### src/rtl/trap_csr_writer.sv
// rtl/trap_csr_writer.sv - trap entry / mret sequencer driving the machine register write port
module trap_csr_writer #(
    parameter logic [31:0] TRAP_VECTOR = 32'h0000_2000
) (
    input  logic        clk_i,
    input  logic        rst_i,
    input  logic        exc_valid_i,
    input  logic [31:0] exc_pc_i,
    input  logic [31:0] exc_cause_i,
    input  logic [31:0] exc_tval_i,
    input  logic        mret_valid_i,
    output logic        req_ready_o,
    output logic        rm_write_enable_o,
    output logic [1:0]  rm_write_addr_o,
    output logic [31:0] rm_write_data_o,
    output logic [1:0]  rm_read_addr_o,
    input  logic [31:0] rm_read_data_i,
    output logic        flush_o,
    output logic        redirect_valid_o,
    output logic [31:0] redirect_pc_o
);

    localparam logic [2:0] S_IDLE     = 3'd0;
    localparam logic [2:0] S_W_EPC    = 3'd1;
    localparam logic [2:0] S_W_CAUSE  = 3'd2;
    localparam logic [2:0] S_W_TVAL   = 3'd3;
    localparam logic [2:0] S_W_PRIV   = 3'd4;
    localparam logic [2:0] S_R_EPC    = 3'd5;
    localparam logic [2:0] S_M_PRIV   = 3'd6;
    localparam logic [2:0] S_REDIRECT = 3'd7;

    localparam logic [1:0]  ADDR_MEPC   = 2'b00;
    localparam logic [1:0]  ADDR_MCAUSE = 2'b01;
    localparam logic [1:0]  ADDR_MTVAL  = 2'b10;
    localparam logic [1:0]  ADDR_PRIV   = 2'b11;
    localparam logic [31:0] PRIV_MACHINE = 32'h0000_0001;
    localparam logic [31:0] PRIV_USER    = 32'h0000_0000;
    localparam logic [31:0] ALIGN_MASK   = 32'hFFFF_FFFC;

    logic [2:0]  state_q,  state_d;
    logic [31:0] pc_q,     pc_d;
    logic [31:0] cause_q,  cause_d;
    logic [31:0] tval_q,   tval_d;
    // Fetch target used by REDIRECT: trap vector on entry, restored mepc on mret.
    logic [31:0] target_q, target_d;

    // Next-state and latch update; exception has priority over mret in IDLE.
    always_comb begin
        state_d  = state_q;
        pc_d     = pc_q;
        cause_d  = cause_q;
        tval_d   = tval_q;
        target_d = target_q;
        case (state_q)
            S_IDLE: begin
                if (exc_valid_i || mret_valid_i) begin
                    pc_d    = exc_pc_i;
                    cause_d = exc_cause_i;
                    tval_d  = exc_tval_i;
                end
                if (exc_valid_i) begin
                    state_d  = S_W_EPC;
                    target_d = TRAP_VECTOR;
                end else if (mret_valid_i) begin
                    state_d = S_R_EPC;
                end
            end
            S_W_EPC:   state_d = S_W_CAUSE;
            S_W_CAUSE: state_d = S_W_TVAL;
            S_W_TVAL:  state_d = S_W_PRIV;
            S_W_PRIV:  state_d = S_REDIRECT;
            S_R_EPC: begin
                // The register file read is combinational, so mepc is valid this cycle.
                target_d = rm_read_data_i & ALIGN_MASK;
                state_d  = S_M_PRIV;
            end
            S_M_PRIV:   state_d = S_REDIRECT;
            S_REDIRECT: state_d = S_IDLE;
            default:    state_d = S_IDLE;
        endcase
    end

    // State and latch registers with synchronous reset that aborts any sequence.
    always_ff @(posedge clk_i) begin
        if (rst_i) begin
            state_q  <= S_IDLE;
            pc_q     <= 32'h0;
            cause_q  <= 32'h0;
            tval_q   <= 32'h0;
            target_q <= 32'h0;
        end else begin
            state_q  <= state_d;
            pc_q     <= pc_d;
            cause_q  <= cause_d;
            tval_q   <= tval_d;
            target_q <= target_d;
        end
    end

    assign rm_read_addr_o = ADDR_MEPC;

    // Output decode from registered state only; reset forces every output low.
    always_comb begin
        req_ready_o       = 1'b0;
        rm_write_enable_o = 1'b0;
        rm_write_addr_o   = 2'b00;
        rm_write_data_o   = 32'h0;
        flush_o           = 1'b0;
        redirect_valid_o  = 1'b0;
        redirect_pc_o     = 32'h0;
        if (!rst_i) begin
            flush_o = (state_q != S_IDLE);
            case (state_q)
                S_IDLE: req_ready_o = 1'b1;
                S_W_EPC: begin
                    rm_write_enable_o = 1'b1;
                    rm_write_addr_o   = ADDR_MEPC;
                    rm_write_data_o   = pc_q & ALIGN_MASK;
                end
                S_W_CAUSE: begin
                    rm_write_enable_o = 1'b1;
                    rm_write_addr_o   = ADDR_MCAUSE;
                    rm_write_data_o   = cause_q;
                end
                S_W_TVAL: begin
                    rm_write_enable_o = 1'b1;
                    rm_write_addr_o   = ADDR_MTVAL;
                    rm_write_data_o   = tval_q;
                end
                S_W_PRIV: begin
                    rm_write_enable_o = 1'b1;
                    rm_write_addr_o   = ADDR_PRIV;
                    rm_write_data_o   = PRIV_MACHINE;
                end
                S_M_PRIV: begin
                    rm_write_enable_o = 1'b1;
                    rm_write_addr_o   = ADDR_PRIV;
                    rm_write_data_o   = PRIV_USER;
                end
                S_REDIRECT: begin
                    redirect_valid_o = 1'b1;
                    redirect_pc_o    = target_q;
                end
                default: begin
                    req_ready_o = 1'b0;
                end
            endcase
        end
    end

endmodule

### config.mk
export PLATFORM = sky130hd
export DESIGN_NAME = trap_csr_writer
export DESIGN_NICKNAME = d
export VERILOG_FILES = /design/src/rtl/trap_csr_writer.sv
export SDC_FILE = /design/constraint.sdc
export NUM_CORES = 1
export LEC_CHECK = 0
export ABC_CLOCK_PERIOD_IN_PS = 1650
export CORE_MARGIN = 5
export CORE_UTILIZATION = 46
export DETAILED_ROUTE_END_ITERATION = 10
export PLACE_DENSITY_LB_ADDON = 0.08
export SKIP_CTS_REPAIR_TIMING = 1
export SYNTH_ARGS = -nofsm -noshare
export SYNTH_HDL_FRONTEND = slang
export SYNTH_SLANG_ARGS = --single-unit
### constraint.sdc
create_clock -name clk_i -period 1.65 [get_ports clk_i]
set_input_delay 0.33 -clock clk_i [delete_from_list [all_inputs] [get_ports clk_i]]
set_output_delay 0.33 -clock clk_i [all_outputs]
set_load 0.02 [all_outputs]
After elaboration in Yosys (flattened, before gate mapping)
Cells that the tools add are included.
{ "op_classes": {"mux": 18, "reduce_logical": 8, "n_eq_ne": 9} }
{ "op_table": {"columns": ["operator", "count"], "rows": [
  ["$mux W32", 4],
  ["$pmux W32 S4", 1],
  ["$pmux W32 S2", 1],
  ["$pmux W3 S7", 1],
  ["$eq A3 B3 Y1 const B", 4],
  ["$mux W1", 7],
  ["$eq A3 B2 Y1 const B", 2],
  ["$mux W3", 2],
  ["$pmux W2 S3", 1],
  ["$reduce_or A5 Y1", 1],
  ["$reduce_and A2 Y1", 2],
  ["$eq A3 B1 Y1 const B", 1],
  ["$logic_not A3 Y1", 1],
  ["$ne A3 B3 Y1 const B", 1],
  ["$reduce_bool A3 Y1", 1],
  ["$mux W2", 1],
  ["$ne A2 B2 Y1 const B", 1],
  ["$reduce_bool A2 Y1", 1],
  ["$reduce_or A2 Y1", 1],
  ["$logic_or A1 B1 Y1", 1]
]} }
{ "totals": {"output_inout_bits": 72, "register_bits": 131, "inputBits": 132} }

Depth between registers and ports, before layout
Gate-level depths: netlist (run 1).
{ "logic_depth": {"word_depth": 4, "mapped_depth": 7, "mapped_depth_nobuf": 3} }

Worst setup path after synthesis (run 1)
No wires, ideal clock.
{ "synth_path": {"path_kind": "register to output", "start": "reg state_q[0]", "end": "out rm_write_data_o[14]", "arrival_ns": 1.348, "n_path_buf": 3, "slack_ns": -0.028, "required_ns": 1.320, "path_stages_with_launch": 6, "cell_sequence": "dfxtp_1 buf_6 buf_2 clkbuf_1 a22oi_1 nor2_1"} }
{ "synth_via": {"elab_chain_len": 3, "word_cells_on_any_way": 6, "cone_classes": "eq/ne: 4; mux: 2"} }
{ "synth_rtl": {"columns": ["item", "line", "source"], "rows": [
  ["start, declared", "40", "logic [2:0] state_q, state_d;"],
  ["start signal, assigned", "92", "state_q <= state_d;"],
  ["$eq A3 B3 Y1 (tied with other cells)", "113", "case (state_q)"],
  ["$pmux W32 S4 *", "113", null],
  ["$mux W32 *", "111", "if (!rst_i) begin"],
  ["end, declared", "15", "output logic [31:0] rm_write_data_o,"]
]} }
Mark *: on every way between the ends. The rest lies on a longest branch, timed or not.

Final worst setup path (run 1)
{ "layout_path": {"start": "reg state_q[1]", "end": "out rm_write_data_o[2]"} }
The elaborated chain is that of the path after synthesis.

==> reports/metrics.cfg, run 1 <==
[global_routing]
grt_max_degree = 117
grt_pass1_wl_um = 24700
grt_pass1_vias = 5194
gr-total-overflow = 0
grt_usage_pct = 20.4
antenna_found_initial = 1

[critical_path]
r2r_slack_ns = -0.16
worstPathCellList = clkbuf_16, mux2_4, a22oi_2, nor2_1, buf_4
reg2reg_from = state_q[1]
cp-start-kind = register
startpoint = state_q[1]
crit_path_max_incr_delay_ns = 0.44
cp.arrival_ns = 1.74
endpoint_kind = primary output
slowest_stage = dfxtp_4
worstPathRequired_ns = 1.32
r2r_cells = 8
worstPathMaxFanout = 7
crit_type = reg2out

[timing]
finalHoldViolCount = 0
rsz0062_at_grt = yes
setup_viol_count_final = 186
fin_ws_ns = -0.422
fmax_mhz = 483
drv_slew = 0
skew_ns = 0.00950
period_needed_ns = 2.07
tightestPinTransition_ns = 1.08
fin_crit_sh_pct = 126
slew_headroom_pct = 28.2

[floorplanning]
die_x_um = 124
die_height_um = 124
fp-row-count = 41
ios = 204
design.core.area_um2 = 12700
initial_core_util_pct = 47.0
die_area_um2 = 15300

[finish]
drive_above_1_share_pct = 30.4
area.growth.synth_to_final_pct = 60.4
nets = 1010
postLayoutCellArea_um2 = 9550
antennaDiodeCount = 0
final_cell_mix = nand2_1, clkdlybuf4s50_1, dfxtp_1
layout_commonest_cell = nand2_1
final_util_pct = 75.4

[detailed_routing]
first_pass_iters = 4
detail_route.wirelength_um = 18000
drcViolationCount = 0
drt_iter0_drc = 164
vias = 5405
ant_nets = 0
viasPerCell = 5.09
wire_per_inst_um = 16.9

[yosys]
syn_area_um2 = 5960
synth_edf_count = 0
avgSynthCellArea_um2 = 9.05
synthFlopType = dfxtp_1
yosysWarnings = 0
ys_async_sr_fraction_pct = 0
ys_seq_area_share_pct = 42.7
synth-seq-cells = 127
syn_inst = 658
synthDistinctLibCells = 35

[pwr]
p_leak_nw = 3.92
comb_power_share_pct = 27.8
seqPwrFrac_pct = 36.8
power_switching_mw = 2.69
vdd_drop_max_mv = 0.777
intPower_mw = 7.10
pwr-share-clk_pct = 35.4
switching_share_pct = 27.5
p_per_area_nw_per_um2 = 1030

[clock_tree]
clk_pin_slew_ns = 0.05
cts_max_level = 4
numCtsBuffers = 17
clkSinkCount = 127
clock_latency_ns = 0.42
cts_root_buf = clkbuf_16
cts_tree = built
cts.path.max_buffers = 2

[min_path]
min_from = tval_q[16]
hold_depth = 2
worstHoldPathType = reg2reg

[status]
outcome = complete, but fails checks
violations = setup timing

[place]
port-buffer-count = 195
dpl_cell_area_um2 = 8220
hpwl_um = 11100
gp_congestion = 0.793
dp_slack_ns = -0.889

[job]
maxCapViolations = 0

[kinds of logic (layout without fill, tap and decap cells)]
logic type,count (synthesis),in the layout,synth area share (%)
other,1,4,0.0630
muxes,125,125,21.6
DFF,127,127,42.7
AOI/OAI and AO/OA,68,68,8.95
buffers and inverters,64,292,6.80
and+or+nand+nor,273,274,19.9
[per-stage QoR]
step                      instances  TNS [ns]  power (mW)  hold slack (ns)
after global routing           1062    -49.02        10.2            0.461
after floorplan                 661         0        4.93            0.431
final                          1062    -35.76        9.79            0.456
after detailed placement       1001   -113.24        5.69            0.443
after CTS                      1032    -82.22        9.16            0.451
after global placement         1001   -104.28        5.63            0.439
[state kept, by name, summed over array words and instances, names as in the netlist]
name      cells
tval_q       32
state_q       3
cause_q      32
pc_q         30
target_q     30
[synth_stat cells (2+ instances only)]
master,number,area (um^2)
a21oi_1,4,20.0
a22o_1,29,254
a22oi_1,30,225
and2_1,30,188
buf_2,17,85.1
buf_4,7,52.6
buf_6,5,56.3
buf_8,7,105
clkbuf_1,25,93.8
dfxtp_1,127,2540
mux2_2,30,338
mux2i_1,95,951
nand2_1,189,709
nand2b_1,2,12.5
nand3b_1,3,22.5
nor2_1,36,135
nor3_1,2,10.0
nor3_2,2,20.0
o21ai_0,2,10.0
[worst max-delay path, delay by kind of cell (launching register included)]
kind	cells	cell delay [ns]
flops	1	0.44
buf+inv	2	0.34
mux	1	0.30
compound gates	1	0.19
simple gates	1	0.06
[power by group through the flow]
stage	clock [mW]	combinational (mW)	sequential, mW
final	3.47	2.72	3.60
after global routing	3.65	2.88	3.64
after CTS	3.51	2.08	3.57
after detailed placement	0	2.07	3.63
after global placement	0	2.02	3.61
after floorplan	0	1.37	3.57
[path summary, 6_finish.rpt]
| check | endpoint |
|---|---|
| max | rm_write_data_o[2] |
| max reg2reg | tval_q[31] |
| min | tval_q[16] |
| min reg2reg | tval_q[16] |
[per-layer routing]
layer | vias to the layer above | wire [um] | GRT usage [%]
li1 | 2662 | - | -
met2 | 168 | 9030 | 32.8
met1 | 2543 | 7390 | 25.4
met3 | 30 | 1240 | 6.31
met5 | - | 18 | 0
met4 | 2 | 332 | 8.17
[final cells by class]
| cell class | count | area [um^2] |
|---|---|---|
| Clock buffer | 25 | 526 |
| Fill cell | 904 | 3120 |
| Multi-Input combinational cell | 471 | 3390 |
| Tap cell | 172 | 215 |
| Sequential cell | 127 | 2550 |
| Inverter | 2 | 10.0 |
| Timing Repair Buffer | 259 | 2830 |
| Clock inverter | 6 | 30.0 |
(Power assumes the default switching activity.)
==> run 2: changes to the inputs <==
--- a/config.mk
+++ b/config.mk
@@ -5,9 +5,9 @@
 export SDC_FILE = /design/constraint.sdc
 export NUM_CORES = 1
 export LEC_CHECK = 0
-export ABC_CLOCK_PERIOD_IN_PS = 1650
+export CAP_MARGIN = 20
 export CORE_MARGIN = 5
-export CORE_UTILIZATION = 46
+export CORE_UTILIZATION = 31
 export DETAILED_ROUTE_END_ITERATION = 10
 export PLACE_DENSITY_LB_ADDON = 0.08
 export SKIP_CTS_REPAIR_TIMING = 1
==> reports/metrics.cfg, run 2 (synthesis results as in run 1) <==
[status]
outcome = complete, but fails checks  ; unchanged
violations = setup timing  ; unchanged

[pwr]
power.total_mw = 10.1  ; was 9.79 mW
intPower_mw = 7.29  ; was 7.10 mW
pwr-share-clk_pct = 37.4  ; was 35.4%
comb_power_share_pct = 26.8  ; was 27.8%
power_switching_mw = 2.78  ; was 2.69 mW
seqPwrFrac_pct = 35.8  ; was 36.8%
p_leak_nw = 3.96  ; was 3.92 nW
p_per_area_nw_per_um2 = 1030  ; about the same
vdd_drop_max_mv = 0.670  ; was 0.777 mV
switching_share_pct = 27.6  ; was 27.5%

[clock_tree]
cts_tree = built  ; unchanged
cts.path.max_buffers = 2  ; unchanged
clkSinkCount = 127  ; unchanged
cts_max_level = 4  ; unchanged
clock_latency_ns = 0.41  ; was 0.42 ns
cts_root_buf = clkbuf_16  ; unchanged
numCtsBuffers = 17  ; unchanged
clk_pin_slew_ns = 0.06  ; was 0.05 ns

[critical_path]
reg2reg_from = state_q[1]  ; unchanged
crit_type = reg2out  ; unchanged
slowest_stage = dfxtp_4  ; unchanged
worstPathMaxFanout = 9  ; was 7
cp.arrival_ns = 1.76  ; was 1.74 ns
startpoint = state_q[1]  ; unchanged
cp-start-kind = register  ; unchanged
r2r_slack_ns = -0.05  ; was -0.16 ns
worstPathCellList = buf_8, mux2_2, a22oi_1, nor2_2, clkbuf_2  ; was clkbuf_16, mux2_4, a22oi_2, nor2_1, buf_4
endpoint_kind = primary output  ; unchanged
worstPathRequired_ns = 1.32  ; about the same
crit_path_max_incr_delay_ns = 0.46  ; was 0.44 ns
critPathTopFamily = flip-flops  ; unchanged
path_buf_inv = 2  ; unchanged

[detailed_routing]
drt_iter0_drc = 154  ; was 164
drcViolationCount = 0  ; unchanged
first_pass_iters = 4  ; unchanged
detail_route.wirelength_um = 19600  ; was 18000 um
viasPerCell = 4.67  ; was 5.09
ant_nets = 0  ; unchanged
wire_per_inst_um = 17.1  ; was 16.9 um
vias = 5364  ; was 5405

[finish]
fill_cells = 1745  ; was 904
antennaDiodeCount = 0  ; unchanged
final_util_pct = 51.8  ; was 75.4%
nets = 1009  ; was 1010
drive_above_1_share_pct = 32.8  ; was 30.4%
postLayoutCellArea_um2 = 9750  ; was 9550 um^2
final_cell_mix = nand2_1, clkdlybuf4s50_1, dfxtp_1  ; unchanged
final_cells = 1149  ; was 1062
largestRegisters = cause_q: 32 flops, tval_q: 32 flops  ; unchanged
layout_commonest_cell = nand2_1  ; unchanged
area.growth.synth_to_final_pct = 63.7  ; was 60.4%

[timing]
fin_crit_sh_pct = 127  ; was 126%
rsz0062_at_grt = yes  ; unchanged
drv_slew = 0  ; unchanged
setup_viol_count_final = 133  ; was 186
fin_ws_ns = -0.439  ; was -0.422 ns
whs_ns = 0.455  ; was 0.456 ns
finalHoldViolCount = 0  ; unchanged
skew_ns = 0.0117  ; was 0.00950 ns
period_needed_ns = 2.09  ; was 2.07 ns
fmax_mhz = 479  ; was 483 MHz

[floorplanning]
die_height_um = 149  ; was 124 um
initial_core_util_pct = 31.6  ; was 47.0%
ios = 204  ; unchanged
design.core.area_um2 = 18800  ; was 12700 um^2
die_x_um = 149  ; was 124 um
die_area_um2 = 22100  ; was 15300 um^2
fp-row-count = 50  ; was 41

[place]
dp_cells = 1090  ; was 1001
port-buffer-count = 195  ; unchanged
dpl_cell_area_um2 = 8330  ; was 8220 um^2
gp_congestion = 0.743  ; was 0.793
hpwl_um = 12200  ; was 11100 um

[global_routing]
grt_pass1_wl_um = 27400  ; was 24700 um
grt_usage_pct = 15.4  ; was 20.4%
grt_pass1_vias = 5392  ; was 5194
gr-total-overflow = 0  ; unchanged
grt_max_degree = 131  ; was 117
antenna_found_initial = 0  ; was 1

[min_path]
worstHoldPathType = reg2reg  ; unchanged
min_from = tval_q[15]  ; was tval_q[16]

[job]
maxCapViolations = 0  ; unchanged

[run 2: cell count changes in the layout (fill, tap and decap cells not counted), sizes merged]
| cell | before | now |
|---|---|---|
| bufinv | 0 | 3 |
| clkinv | 6 | 5 |
| nor2 | 37 | 36 |
| clkbuf | 36 | 34 |
| dlymetal6s2s | 1 | 0 |
| buf | 121 | 118 |
| clkinvlp | 0 | 3 |
| clkdlybuf4s50 | 126 | 127 |
[run 2: tightest hold or removal path, stage by stage, from the launching register on]
cell     delay [ns]
dfxtp_1        0.31
nand2_1        0.05
mux2i_1        0.05
[run 2: routing by layer]
layer | routed length (um) | GRT usage, %
met1 | 9080 | 19.7
met2 | 9200 | 25.0
met3 | 1150 | 4.45
met4 | 184 | 4.94
met5 | 0 | 0
[run 2: layout make-up]
class                           instances  area, um^2  share of cell area, %
Tap cell                              260         325                   3.34
Inverter                                2        10.0                  0.103
Clock buffer                           20         447                   4.58
Multi-Input combinational cell        470        3440                   35.3
Sequential cell                       127        2550                   26.2
Timing Repair Buffer                  259        2840                   29.1
Clock inverter                         11         141                   1.45
[run 2: power groups by stage]
stage,Sequential (mW),Clock (mW),Combinational [mW]
6_report,3.61,3.77,2.70
5_1_grt,3.64,4.00,2.88
2_1_floorplan,3.57,0,1.37
3_5_place_dp,3.64,0,2.08
3_3_place_gp,3.62,0,2.05
4_1_cts,3.57,3.90,2.09
[run 2: final timing paths]
kind,to,depth (start not counted)
worst max register to register,pc_q[12],7
worst min register to register,tval_q[15],2
worst min-delay path,tval_q[15],2
worst max-delay path,rm_write_data_o[20],5
[run 2: stage by stage]
stage / TNS, ns / setup slack [ns]
after global placement: -113.29 / -0.833
after CTS: -87.12 / -1.00
after global routing: -41.45 / -0.512
final: -27.25 / -0.439
after detailed placement: -118.41 / -0.835
after floorplan: 0 / 0.0000697
==> run 3: changes to the inputs <==
--- a/config.mk
+++ b/config.mk
@@ -8,7 +8,10 @@
 export CAP_MARGIN = 20
 export CORE_MARGIN = 5
 export CORE_UTILIZATION = 31
+export CTS_BUF_LIST = sky130_fd_sc_hd__clkbuf_8
 export DETAILED_ROUTE_END_ITERATION = 10
+export HOLD_SLACK_MARGIN = 0.03
+export MAX_ROUTING_LAYER = met4
 export PLACE_DENSITY_LB_ADDON = 0.08
 export SKIP_CTS_REPAIR_TIMING = 1
 export SYNTH_ARGS = -nofsm -noshare
==> reports/metrics.cfg, run 3 (synthesis results as in run 1) <==
[status]
outcome = complete, but fails checks  ; unchanged
violations = setup timing  ; unchanged

[clock_tree]
clkSinkCount = 127  ; unchanged
clock_latency_ns = 0.44  ; was 0.41 ns
numCtsBuffers = 17  ; unchanged
cts.path.max_buffers = 2  ; unchanged
cts_root_buf = clkbuf_8  ; was clkbuf_16
cts_max_level = 4  ; unchanged
clk_pin_slew_ns = 0.08  ; was 0.06 ns
cts_tree = built  ; unchanged

[global_routing]
gr-total-overflow = 0  ; unchanged
grt_pass1_vias = 5392  ; unchanged
antenna_found_initial = 0  ; unchanged
grt_max_degree = 131  ; unchanged
grt_pass1_wl_um = 27400  ; about the same
grt_usage_pct = 15.9  ; was 15.4%

[min_path]
hold_depth = 3  ; was 2
worstHoldPathType = in2reg  ; was reg2reg

[finish]
antennaDiodeCount = 0  ; unchanged
final_cell_mix = nand2_1, clkdlybuf4s50_1, dfxtp_1  ; unchanged
area.growth.synth_to_final_pct = 61.1  ; was 63.7%
layout_commonest_cell = nand2_1  ; unchanged
nets = 1014  ; was 1009
final_cells = 1154  ; was 1149
drive_above_1_share_pct = 33.0  ; was 32.8%
largestRegisters = cause_q: 32 flops, tval_q: 32 flops  ; unchanged

[floorplanning]
initial_core_util_pct = 31.6  ; unchanged
ios = 204  ; unchanged
fp-row-count = 50  ; unchanged
die_height_um = 149  ; unchanged
die_x_um = 149  ; unchanged
design.core.area_um2 = 18800  ; unchanged
die_area_um2 = 22100  ; unchanged

[place]
dp_cells = 1090  ; unchanged
port-buffer-count = 195  ; unchanged
gp_congestion = 0.752  ; was 0.743
dp_slack_ns = -0.835  ; unchanged
hpwl_um = 12200  ; unchanged

[detailed_routing]
first_pass_iters = 4  ; unchanged
ant_nets = 0  ; unchanged
drcViolationCount = 0  ; unchanged
vias = 5342  ; was 5364
detail_route.wirelength_um = 19500  ; was 19600 um
wire_per_inst_um = 16.9  ; was 17.1 um
drt_iter0_drc = 184  ; was 154
viasPerCell = 4.63  ; was 4.67

[critical_path]
cp.arrival_ns = 1.79  ; was 1.76 ns
r2r_slack_ns = -0.05  ; about the same
r2r_cells = 7  ; unchanged
endpoint_kind = primary output  ; unchanged
crit_type = reg2out  ; unchanged
worstPathRequired_ns = 1.32  ; about the same
endpoint = rm_write_data_o[20]  ; unchanged
reg2reg_from = state_q[1]  ; unchanged
startpoint = state_q[1]  ; unchanged
r2r_end = pc_q[29]  ; was pc_q[12]
worstPathMaxFanout = 9  ; unchanged
cp-start-kind = register  ; unchanged

[timing]
drv_slew = 0  ; unchanged
finalHoldViolCount = 0  ; unchanged
fin_ws_ns = -0.473  ; was -0.439 ns
fmax_mhz = 471  ; was 479 MHz
rsz0062_at_grt = yes  ; unchanged
whs_ns = 0.439  ; was 0.455 ns
setup-tns-final_ns = -29.94  ; was -27.25 ns
fin_crit_sh_pct = 129  ; was 127%
skew_ns = 0.0132  ; was 0.0117 ns
setup_viol_count_final = 152  ; was 133
period_needed_ns = 2.12  ; was 2.09 ns

[pwr]
vdd_drop_max_mv = 0.479  ; was 0.670 mV
p_leak_nw = 3.90  ; was 3.96 nW
power.total_mw = 9.06  ; was 10.1 mW
p_per_area_nw_per_um2 = 944  ; was 1030 nW/um^2

[job]
maxCapViolations = 0  ; unchanged

[run 3: area by class of cell]
type,count,area (um^2)
fill,1758,9230
inverter,2,10.0
clock buffer,18,248
sequential,127,2550
tap,260,325
clock inverter,13,149
multi-input combinational,470,3440
timing repair buffer,264,2870
[run 3: worst min-delay path by stage]
| stage | slack [ns] | endpoint | start |
|---|---|---|---|
| CTS | 0.41 | pc_q[14] | exc_pc_i[14] |
| finish | 0.44 | pc_q[24] | exc_pc_i[24] |
| detailed placement | 0.44 | tval_q[23] | tval_q[23] |
| global route | 0.40 | pc_q[24] | exc_pc_i[24] |
| global placement | 0.44 | tval_q[13] | tval_q[13] |
| floorplan | 0.43 | tval_q[10] | tval_q[10] |
[run 3: stage by stage]
| step | instance area, um^2 | util (%) |
|---|---|---|
| 6_report | 9600 | 51.0 |
| 5_1_grt | 9600 | 51.0 |
| 4_1_cts | 8730 | 46.3 |
| 3_5_place_dp | 8330 | 44.2 |
| 3_3_place_gp | 8330 | 44.2 |
| 2_1_floorplan | 6040 | - |
[run 3: critical path: stages, from the launching register on]
cell and delay (ns):
dfxtp_4 0.47, buf_8 0.18, mux2_2 0.34, a22oi_1 0.17, nor2_2 0.04, clkbuf_2 0.15
[run 3: per-layer routing]
layer / up-vias / part of all wire, % / track usage [%]
li1: 2658 / - / -
met1: 2528 / 47 / 20.2
met2: 144 / 47 / 24.9
met3: 12 / 4.9 / 4.08
met4: 0 / 0.83 / 4.94
met5: - / 0 / -
[run 3: power by group]
group | leakage (nW) | switching, mW | internal (mW)
clock network | 0.203 | 1.26 | 1.50
logic | 2.66 | 1.19 | 1.51
registers | 1.04 | 0.208 | 3.39
total | 3.90 | 2.66 | 6.40
